**src/rtl/uart_pkg.sv**
```systemverilog
// Shared definitions for the host-link UART receiver and transmitter.
// Contents: receiver state type, data-bit count, stop-bit count, and a 2-of-3 majority helper.
// No ports; imported with `import uart_pkg::*;`.
package uart_pkg;

  localparam int UART_DATA_BITS = 8;
  // The transmitter sends this many stop bits. The receiver checks the first one only.
  localparam int UART_STOP_BITS = 1;

  typedef enum logic [2:0] {
    RX_IDLE      = 3'd0,
    RX_START     = 3'd1,
    RX_DATA      = 3'd2,
    RX_STOP      = 3'd3,
    RX_WAIT_IDLE = 3'd4
  } uart_rx_state_t;

  function automatic logic maj3(input logic a, input logic b, input logic c);
    return (a & b) | (a & c) | (b & c);
  endfunction

endpackage

```
**src/rtl/uart_sync.sv**
```systemverilog
// Two-flop synchroniser that brings an asynchronous level into the clock domain.
// Latency: 2 cycles. Backpressure: none.
// Ports: clock, reset (sync, active-high), d_in (async), d_out (synchronised).
// RESET_VAL sets the value both flops take on reset.
module uart_sync #(
  parameter logic RESET_VAL = 1'b1
) (
  input  logic clock,
  input  logic reset,
  input  logic d_in,
  output logic d_out
);

  logic meta_q, meta_d;
  logic sync_q, sync_d;

  always_comb begin
    meta_d = d_in;
    sync_d = meta_q;
  end

  always_ff @(posedge clock) begin
    if (reset) begin
      meta_q <= RESET_VAL;
      sync_q <= RESET_VAL;
    end else begin
      meta_q <= meta_d;
      sync_q <= sync_d;
    end
  end

  assign d_out = sync_q;

endmodule

```
**src/rtl/uart_rx.sv**
```systemverilog
// 8N1 UART receiver, LSB first. It delivers a byte with a one-cycle rx_ready strobe, or a one-cycle ferr strobe when framing fails.
// Latency: rx_ready/ferr is high in the cycle after the stop-bit sample, which is t0 + 19*CLOCK_PER_HALF_BIT (+1 with majority voting).
// Backpressure: none. rdata holds the byte until the next good frame.
// Ports: clock, reset (sync, active-high), rxd_orig (async line, idle high),
//        rx_ready (pulse), rdata[7:0] (last good byte), ferr (pulse).
// Option: define UART_RX_MAJORITY_EN to take a 2-of-3 vote around every bit centre.
module uart_rx
  import uart_pkg::*;
#(
  parameter int CLOCK_PER_HALF_BIT = 10
) (
  input  logic       clock,
  input  logic       reset,
  input  logic       rxd_orig,
  output logic       rx_ready,
  output logic [7:0] rdata,
  output logic       ferr
);

  localparam int CW = $clog2(2 * CLOCK_PER_HALF_BIT);
  localparam logic [CW-1:0] BIT_LOAD = CW'(2 * CLOCK_PER_HALF_BIT - 1);
`ifdef UART_RX_MAJORITY_EN
  // The vote finishes at centre+1, so the first interval is one cycle longer.
  // Later intervals keep that same offset.
  localparam logic [CW-1:0] HALF_LOAD = CW'(CLOCK_PER_HALF_BIT);
`else
  localparam logic [CW-1:0] HALF_LOAD = CW'(CLOCK_PER_HALF_BIT - 1);
`endif

  logic rxs;

  uart_sync #(.RESET_VAL(1'b1)) u_sync (
    .clock (clock),
    .reset (reset),
    .d_in  (rxd_orig),
    .d_out (rxs)
  );

  logic samp;

`ifdef UART_RX_MAJORITY_EN
  // rxs history: hist1 is one cycle old and hist2 is two cycles old.
  // Together with rxs they form the voting window.
  logic hist1_q, hist1_d;
  logic hist2_q, hist2_d;

  always_comb begin
    hist1_d = rxs;
    hist2_d = hist1_q;
    samp    = maj3(rxs, hist1_q, hist2_q);
  end

  always_ff @(posedge clock) begin
    if (reset) begin
      hist1_q <= 1'b1;
      hist2_q <= 1'b1;
    end else begin
      hist1_q <= hist1_d;
      hist2_q <= hist2_d;
    end
  end
`else
  assign samp = rxs;
`endif

  uart_rx_state_t state_q, state_d;
  logic [CW-1:0]  cnt_q, cnt_d;
  logic [2:0]     idx_q, idx_d;
  logic [7:0]     shreg_q, shreg_d;
  logic [7:0]     rdata_q, rdata_d;
  logic           rdy_q, rdy_d;
  logic           ferr_q, ferr_d;
  logic           tick;

  assign tick = (cnt_q == '0);

  always_comb begin
    state_d = state_q;
    cnt_d   = cnt_q;
    idx_d   = idx_q;
    shreg_d = shreg_q;
    rdata_d = rdata_q;
    rdy_d   = 1'b0;
    ferr_d  = 1'b0;

    unique case (state_q)
      RX_IDLE: begin
        if (!rxs) begin
          state_d = RX_START;
          cnt_d   = HALF_LOAD;
        end
      end

      RX_START: begin
        if (tick) begin
          if (samp) begin
            // The line went high again before the start-bit centre.
            // Treat the low pulse as a glitch.
            state_d = RX_IDLE;
          end else begin
            state_d = RX_DATA;
            idx_d   = '0;
            cnt_d   = BIT_LOAD;
          end
        end else begin
          cnt_d = cnt_q - 1'b1;
        end
      end

      RX_DATA: begin
        if (tick) begin
          shreg_d[idx_q] = samp;
          cnt_d          = BIT_LOAD;
          if (idx_q == 3'(UART_DATA_BITS - 1)) begin
            state_d = RX_STOP;
          end else begin
            idx_d = idx_q + 1'b1;
          end
        end else begin
          cnt_d = cnt_q - 1'b1;
        end
      end

      RX_STOP: begin
        if (tick) begin
          // Return to idle at the stop-bit centre.
          // This lets a start edge at the end of the stop bit be caught.
          if (samp) begin
            rdata_d = shreg_q;
            rdy_d   = 1'b1;
            state_d = RX_IDLE;
          end else begin
            ferr_d  = 1'b1;
            state_d = RX_WAIT_IDLE;
          end
        end else begin
          cnt_d = cnt_q - 1'b1;
        end
      end

      RX_WAIT_IDLE: begin
        // Wait for the line to go high so a break does not look like a stream of zero frames.
        if (rxs) begin
          state_d = RX_IDLE;
        end
      end

      default: state_d = RX_IDLE;
    endcase
  end

  always_ff @(posedge clock) begin
    if (reset) begin
      state_q <= RX_IDLE;
      cnt_q   <= '0;
      idx_q   <= '0;
      shreg_q <= '0;
      rdata_q <= '0;
      rdy_q   <= 1'b0;
      ferr_q  <= 1'b0;
    end else begin
      state_q <= state_d;
      cnt_q   <= cnt_d;
      idx_q   <= idx_d;
      shreg_q <= shreg_d;
      rdata_q <= rdata_d;
      rdy_q   <= rdy_d;
      ferr_q  <= ferr_d;
    end
  end

  assign rx_ready = rdy_q;
  assign rdata    = rdata_q;
  assign ferr     = ferr_q;

endmodule

```
**config.mk**
```make
export PLATFORM = sky130hd
export DESIGN_NAME = uart_rx
export DESIGN_NICKNAME = d
export VERILOG_FILES = /design/src/rtl/uart_pkg.sv /design/src/rtl/uart_sync.sv /design/src/rtl/uart_rx.sv
export SDC_FILE = /design/constraint.sdc
export NUM_CORES = 1
export LEC_CHECK = 0
export BUFFER_PORTS_ARGS = -buffer_cell sky130_fd_sc_hd__clkbuf_2
export CORE_ASPECT_RATIO = 0.8
export CORE_MARGIN = 2
export CORE_UTILIZATION = 30
export DETAILED_ROUTE_END_ITERATION = 12
export PLACE_DENSITY_LB_ADDON = 0.1
export SYNTH_ARGS = -nofsm -noshare
export SYNTH_HDL_FRONTEND = slang
export SYNTH_SLANG_ARGS = --single-unit
export TNS_END_PERCENT = 1
```
**constraint.sdc**
```tcl
create_clock -name clock -period 3.05 [get_ports clock]
set_input_delay 0.4575 -clock clock [delete_from_list [all_inputs] [get_ports clock]]
set_output_delay 0.4575 -clock clock [all_outputs]
set_load 0.01 [all_outputs]
```
# After elaboration in Yosys (flattened, before gate mapping)
# Cells that the tools add are included.
# W data, S select, Z words.
dict set report classes {
  addsub 2
  mul 0
  div_mod_pow 0
  magnitude_cmp 2
  eq_ne 15
  n_shift 0
  n_mux 25
  bitwise 2
  reduce_logical 11
}
# op count
set ops {}
lappend ops {{$mux W3} 11}
lappend ops {{$mux W5} 5}
lappend ops {{$pmux W5 S4} 1}
lappend ops {{$ne A2 B2 Y1 const B} 8}
lappend ops {{$pmux W3 S5} 1}
lappend ops {{$bwmux W8} 1}
lappend ops {{$eq A3 B2 Y1 const B} 2}
lappend ops {{$eq A3 B3 Y1 const B} 2}
lappend ops {{$pmux W3 S2} 1}
lappend ops {{$reduce_and A6 Y1} 1}
lappend ops {{$logic_not A5 Y1} 1}
lappend ops {{$reduce_and A5 Y1} 1}
lappend ops {{$sub A5 B1 Y5 const B} 1}
lappend ops {{$lt A3 B4 Y1 const B} 1}
lappend ops {{$reduce_and A4 Y1} 1}
lappend ops {{$reduce_bool A4 Y1} 1}
lappend ops {{$add A3 B1 Y3 const B} 1}
lappend ops {{$demux W1 S3} 1}
lappend ops {{$eq A3 B1 Y1 const B} 1}
lappend ops {{$ge A3 B1 Y1 const B} 1}
lappend ops {{$logic_not A3 Y1} 1}
lappend ops {{$mux W1} 3}
lappend ops {{$ne A3 B3 Y1 const B} 1}
lappend ops {{$reduce_and A3 Y1} 1}
lappend ops {{other kinds (7)} 8}
dict set report totals {
  ff_bits 31
  latch_bits 0
  mem_bits_rw 0
  rom_bits 0
  inputBits 3
  out_inout_bits 10
  word_cells 66
  n_memories 0
}

# Logic depth before layout (Yosys ltp)
dict set report depth {
  ltp_word 5
  mapped_depth 8
  ltp_nobuf 7
}

# Hierarchy
# From an unflattened synthesis, not the netlist that was laid out.
dict set report unflattened {
  cells_unflattened 152
  area_unflattened_um2 1433.9
}
# module n_inst cells_per_inst area_per_inst_um2
set modules_own_cells {}
lappend modules_own_cells {uart_rx 1 148 1381.3}
lappend modules_own_cells {uart_sync 1 4 52.6}

# Least setup slack after synthesis
# OpenSTA, ideal clock, no wires.
dict set report synth_path {
  path_type {register to register}
  from {register cnt_q[0]}
  to {register rdata_q[0], in the netlist rdata[0]}
  arrival_time_ns 1.810
  path_slack_ns 1.112
  stages_incl_launch_ff 9
  n_path_buf 1
  period_less_slack_ns 1.938
  path_cell_list {dfxtp_1 inv_1 ha_1 or4b_4 nor3_4 and2_4 buf_12 mux2i_1 nor2_1}
}
dict set report synth_via {
  elab_chain_len 2
}
# item line
set synth_lines {}
lappend synth_lines {{from (decl)} uart_rx.sv:67} ;# logic [CW-1:0] cnt_q, cnt_d;
lappend synth_lines {{from (signal assigned)} uart_rx.sv:163} ;# cnt_q <= cnt_d;
lappend synth_lines {{$logic_not A5 Y1} uart_rx.sv:75} ;# assign tick = (cnt_q == '0);
lappend synth_lines {{$reduce_and A3 Y1 (no source line)} --}
lappend synth_lines {{to (signal assigned)} uart_rx.sv:166} ;# rdata_q <= rdata_d;
lappend synth_lines {{to (decl)} uart_rx.sv:70} ;# logic [7:0] rdata_q, rdata_d;
# Every way passes these cells.
# A chain may end at the register's enable or synchronous reset.

# Final worst setup path
dict set report layout_path {
  from {register cnt_q[0]}
  to {register shreg_q[4]}
}
dict set report layout_via {
  elab_chain_len 2
}
# item line
set layout_lines {}
lappend layout_lines {{$logic_not A5 Y1} uart_rx.sv:75}
lappend layout_lines {{$reduce_and A2 Y1 (no source line)} --}
lappend layout_lines {{to (signal assigned)} uart_rx.sv:165} ;# shreg_q <= shreg_d;
lappend layout_lines {{to (decl)} uart_rx.sv:69} ;# logic [7:0] shreg_q, shreg_d;
# Every way passes these cells.

==> results.yml <==
status:
  status: "complete, no violations"
global_route:
  overflow: 0
  grt_max_degree: 30
  grt_usage_pct: 12.6
  grt_pass1_vias: 1045
  grt_pass1_wl_um: 5040
  antenna_found_initial: 0
finish:
  n_antenna_cell: 0
  nets: 185
  final_area_sq_mm: 0.00162
  num-fill-cells: 465
  final_cell_mix: "dfxtp_1, nor2_1, o21ai_0"
  layout_commonest_cell: "dfxtp_1"
  area_growth_pct: 12.8
  drive_gt1_share_pct: 16.2
detailed_routing:
  ant_nets: 0
  wl_um: 3040
  vias: 1209
  wl_per_cell_um: 12.7
  drc: 0
  dr.pass1.iters: 4
  vias_per_cell: 5.06
  drt_iter0_markers: 109
yosys:
  synth_area_sq_mm: 0.00144
  synth_cell_types: 36
  syn_nets: 173
  synth_seq_cells: 31
  seq_area_frac_synth_pct: 43.1
  ys.warnings.count: 0
  synthCells: 167
  synthesis.area_per_instance_sq_um: 8.62
clock_tree:
  cts.path.max_buffers: 2
  cts_resized: 0
  holdBufCountCts: 0
  cts_tree: "done"
  cts.sinks: 31
  cts_setup_buffers: 0
  clk_latency_ns: 0.28
  cts.htree.levels: 2
  cts_made_buffers: 5
  path_clk_slew_ns: 0.07
  clock-root-buffer: "clkbuf_8"
hold_path:
  hold_path.startpoint: "rxd_orig"
  min_path_type: "input port to register"
  holdPathStages: 2
  whs_endpoint: "u_sync.meta_q$_SDFF_PP1_"
placement:
  place_congestion: 0.825
  hpwl_um: 2030
  portBuffers: 12
  placed_cell_area_sq_mm: 0.00154
  pre_cts_slack_ns: 0.936
power:
  power_frac_seq_pct: 50.5
  clockPowerShare_pct: 38.3
  p_sw_share_pct: 25.6
  leakage_nw: 0.606
  p_sw_mw: 0.217
  ir_drop_mv: 0.217
  internal-power_mw: 0.630
  power_frac_comb_pct: 11.2
  power.density_mw_per_mm2: 522
worst_setup_path:
  end_kind: "register"
  r2r_end: "shreg_q[4]$_SDFFE_PP0P_"
  reg2reg_slack_ns: 0.91
  required_ns: 3.19
  critPathMaxFanout: 7
  r2r_cells: 7
  crit_arrival_ns: 2.28
  cp-start-kind: "register"
  timing.rr.start: "cnt_q[0]$_SDFFE_PP0P_"
  critical_path_class: "register to register"
floorplan:
  die_y_um: 66.0
  core_area_sq_mm: 0.00460
  ioPinCount: 13
  rows: 22
  fp.dieW_um: 81.5
  start_util_pct: 31.3
  design.die.area_sq_mm: 0.00537
timing:
  max_freq_mhz: 468
  drv_slew: 0
  hold_violations: 0
  final.setup_skew_ns: 0.0102
  finalSetupViolations: 0
  max_slew_margin_pct: 61.2
  period_needed_ns: 2.14
  rsz0062_at_grt: "no"
  tns_ns: 0
  tightest_slew_ns: 0.582
  min_period_over_period_pct: 70.0
  setup_slack_ns: 0.914
job:
  cap_violations: 0
## power groups by stage
| stage | clock [mW] | combinational (mW) | sequential (mW) |
|---|---|---|---|
| after CTS | 0.335 | 0.0945 | 0.427 |
| after floorplan | 0 | 0.0775 | 0.432 |
| after global routing | 0.352 | 0.108 | 0.429 |
| after global placement | 0 | 0.0925 | 0.436 |
| final | 0.325 | 0.0946 | 0.428 |
| after detailed placement | 0 | 0.0942 | 0.436 |
## worst max-delay path: stages (launching register included)
cell     delay (ns)
dfxtp_1        0.36
inv_1          0.10
ha_1           0.23
nor4b_4        0.39
nand4_1        0.36
nor3_1         0.29
mux2i_1        0.22
nor2_1         0.05
## state kept, by name (all words and copies together) (netlist names), 3 cells and up
| signal | count |
|---|---|
| shreg_q | 8 |
| cnt_q | 5 |
| idx_q | 3 |
| rdata | 8 |
| state_q | 3 |
## worst max path at each step
stage                                from                 endpoint  slack, ns  depth (start not counted)
CTS                 cnt_q[0]$_SDFFE_PP0P_  shreg_q[4]$_SDFFE_PP0P_       0.92                          7
finish              cnt_q[0]$_SDFFE_PP0P_  shreg_q[4]$_SDFFE_PP0P_       0.91                          7
global placement    cnt_q[0]$_SDFFE_PP0P_    rdata[0]$_SDFFE_PP0P_       0.98                          7
floorplan           cnt_q[0]$_SDFFE_PP0P_    rdata[0]$_SDFFE_PP0P_       1.11                          8
global route        cnt_q[0]$_SDFFE_PP0P_  shreg_q[4]$_SDFFE_PP0P_       0.74                          7
detailed placement  cnt_q[0]$_SDFFE_PP0P_    rdata[0]$_SDFFE_PP0P_       0.94                          7
## cells by family after synthesis
family | after synthesis | share of synthesized area, %
XOR/XNOR | 1 | 0.608
multiplexers | 11 | 7.65
flip-flops | 31 | 43.1
adder cells (fa/ha/maj) | 3 | 2.61
AO/OA/AOI/OAI | 39 | 15.8
AND/OR/NAND/NOR | 70 | 26.0
buffers and inverters | 12 | 4.26
## area by class of cell
class | count | area [sq um] | area share, %
repair buffers | 13 | 67.6 | 4.16
multi-input cells | 124 | 758 | 46.7
clock buffers | 6 | 82.6 | 5.08
clock inverters | 1 | 5.00 | 0.308
well taps | 60 | 75.1 | 4.62
flip-flops and latches | 31 | 621 | 38.2
inverters | 4 | 15.0 | 0.924
## layer usage
metal | GRT usage (%) | up-vias | routed length, um
met3 | 4.51 | 7 | 156
li1 | - | 612 | -
met1 | 17.1 | 560 | 1600
met5 | 0 | - | 0
met2 | 17.6 | 30 | 1230
met4 | 6.14 | 0 | 47
## cell usage after synthesis
library cell / instances / share of area, %
dfxtp_1: 31 / 43
nor2_1: 28 / 7.3
o21ai_0: 15 / 5.2
a21oi_1: 14 / 4.9
mux2i_1: 11 / 7.6
nand2_1: 10 / 2.6
nor3_1: 8 / 2.8
clkbuf_1: 7 / 1.8
inv_1: 4 / 1.0
a22oi_1: 3 / 1.6
ha_1: 3 / 2.6
or2_2: 3 / 1.3
a31oi_1: 2 / 0.87
nand2b_1: 2 / 0.87
nand3_1: 2 / 0.70
nor2b_1: 2 / 0.87
nor4_1: 2 / 0.87
or3_1: 2 / 0.87
a211oi_2: 1 / 0.87
and2_1: 1 / 0.43
and2_4: 1 / 0.61
and3_1: 1 / 0.43
and3_2: 1 / 0.52
buf_12: 1 / 1.4
nand3b_1: 1 / 0.52
nand4_1: 1 / 0.43
nand4b_1: 1 / 0.61
nor3_4: 1 / 1.1
nor3b_1: 1 / 0.52
nor4b_4: 1 / 1.7
o211a_1: 1 / 0.70
o211ai_1: 1 / 0.52
o21a_1: 1 / 0.52
o32a_1: 1 / 0.70
or4b_4: 1 / 0.96
xor2_1: 1 / 0.61
## stage by stage
stage          util, %  instances  hold WS, ns  total power, mW
2_1_floorplan        -        167        0.389            0.510
4_1_cts           35.3        239        0.353            0.857
5_1_grt           35.3        239        0.362            0.889
3_3_place_gp      33.4        232        0.398            0.528
6_report          35.3        239        0.364            0.847
3_5_place_dp      33.4        232        0.402            0.531
(Power assumes the default switching activity.)
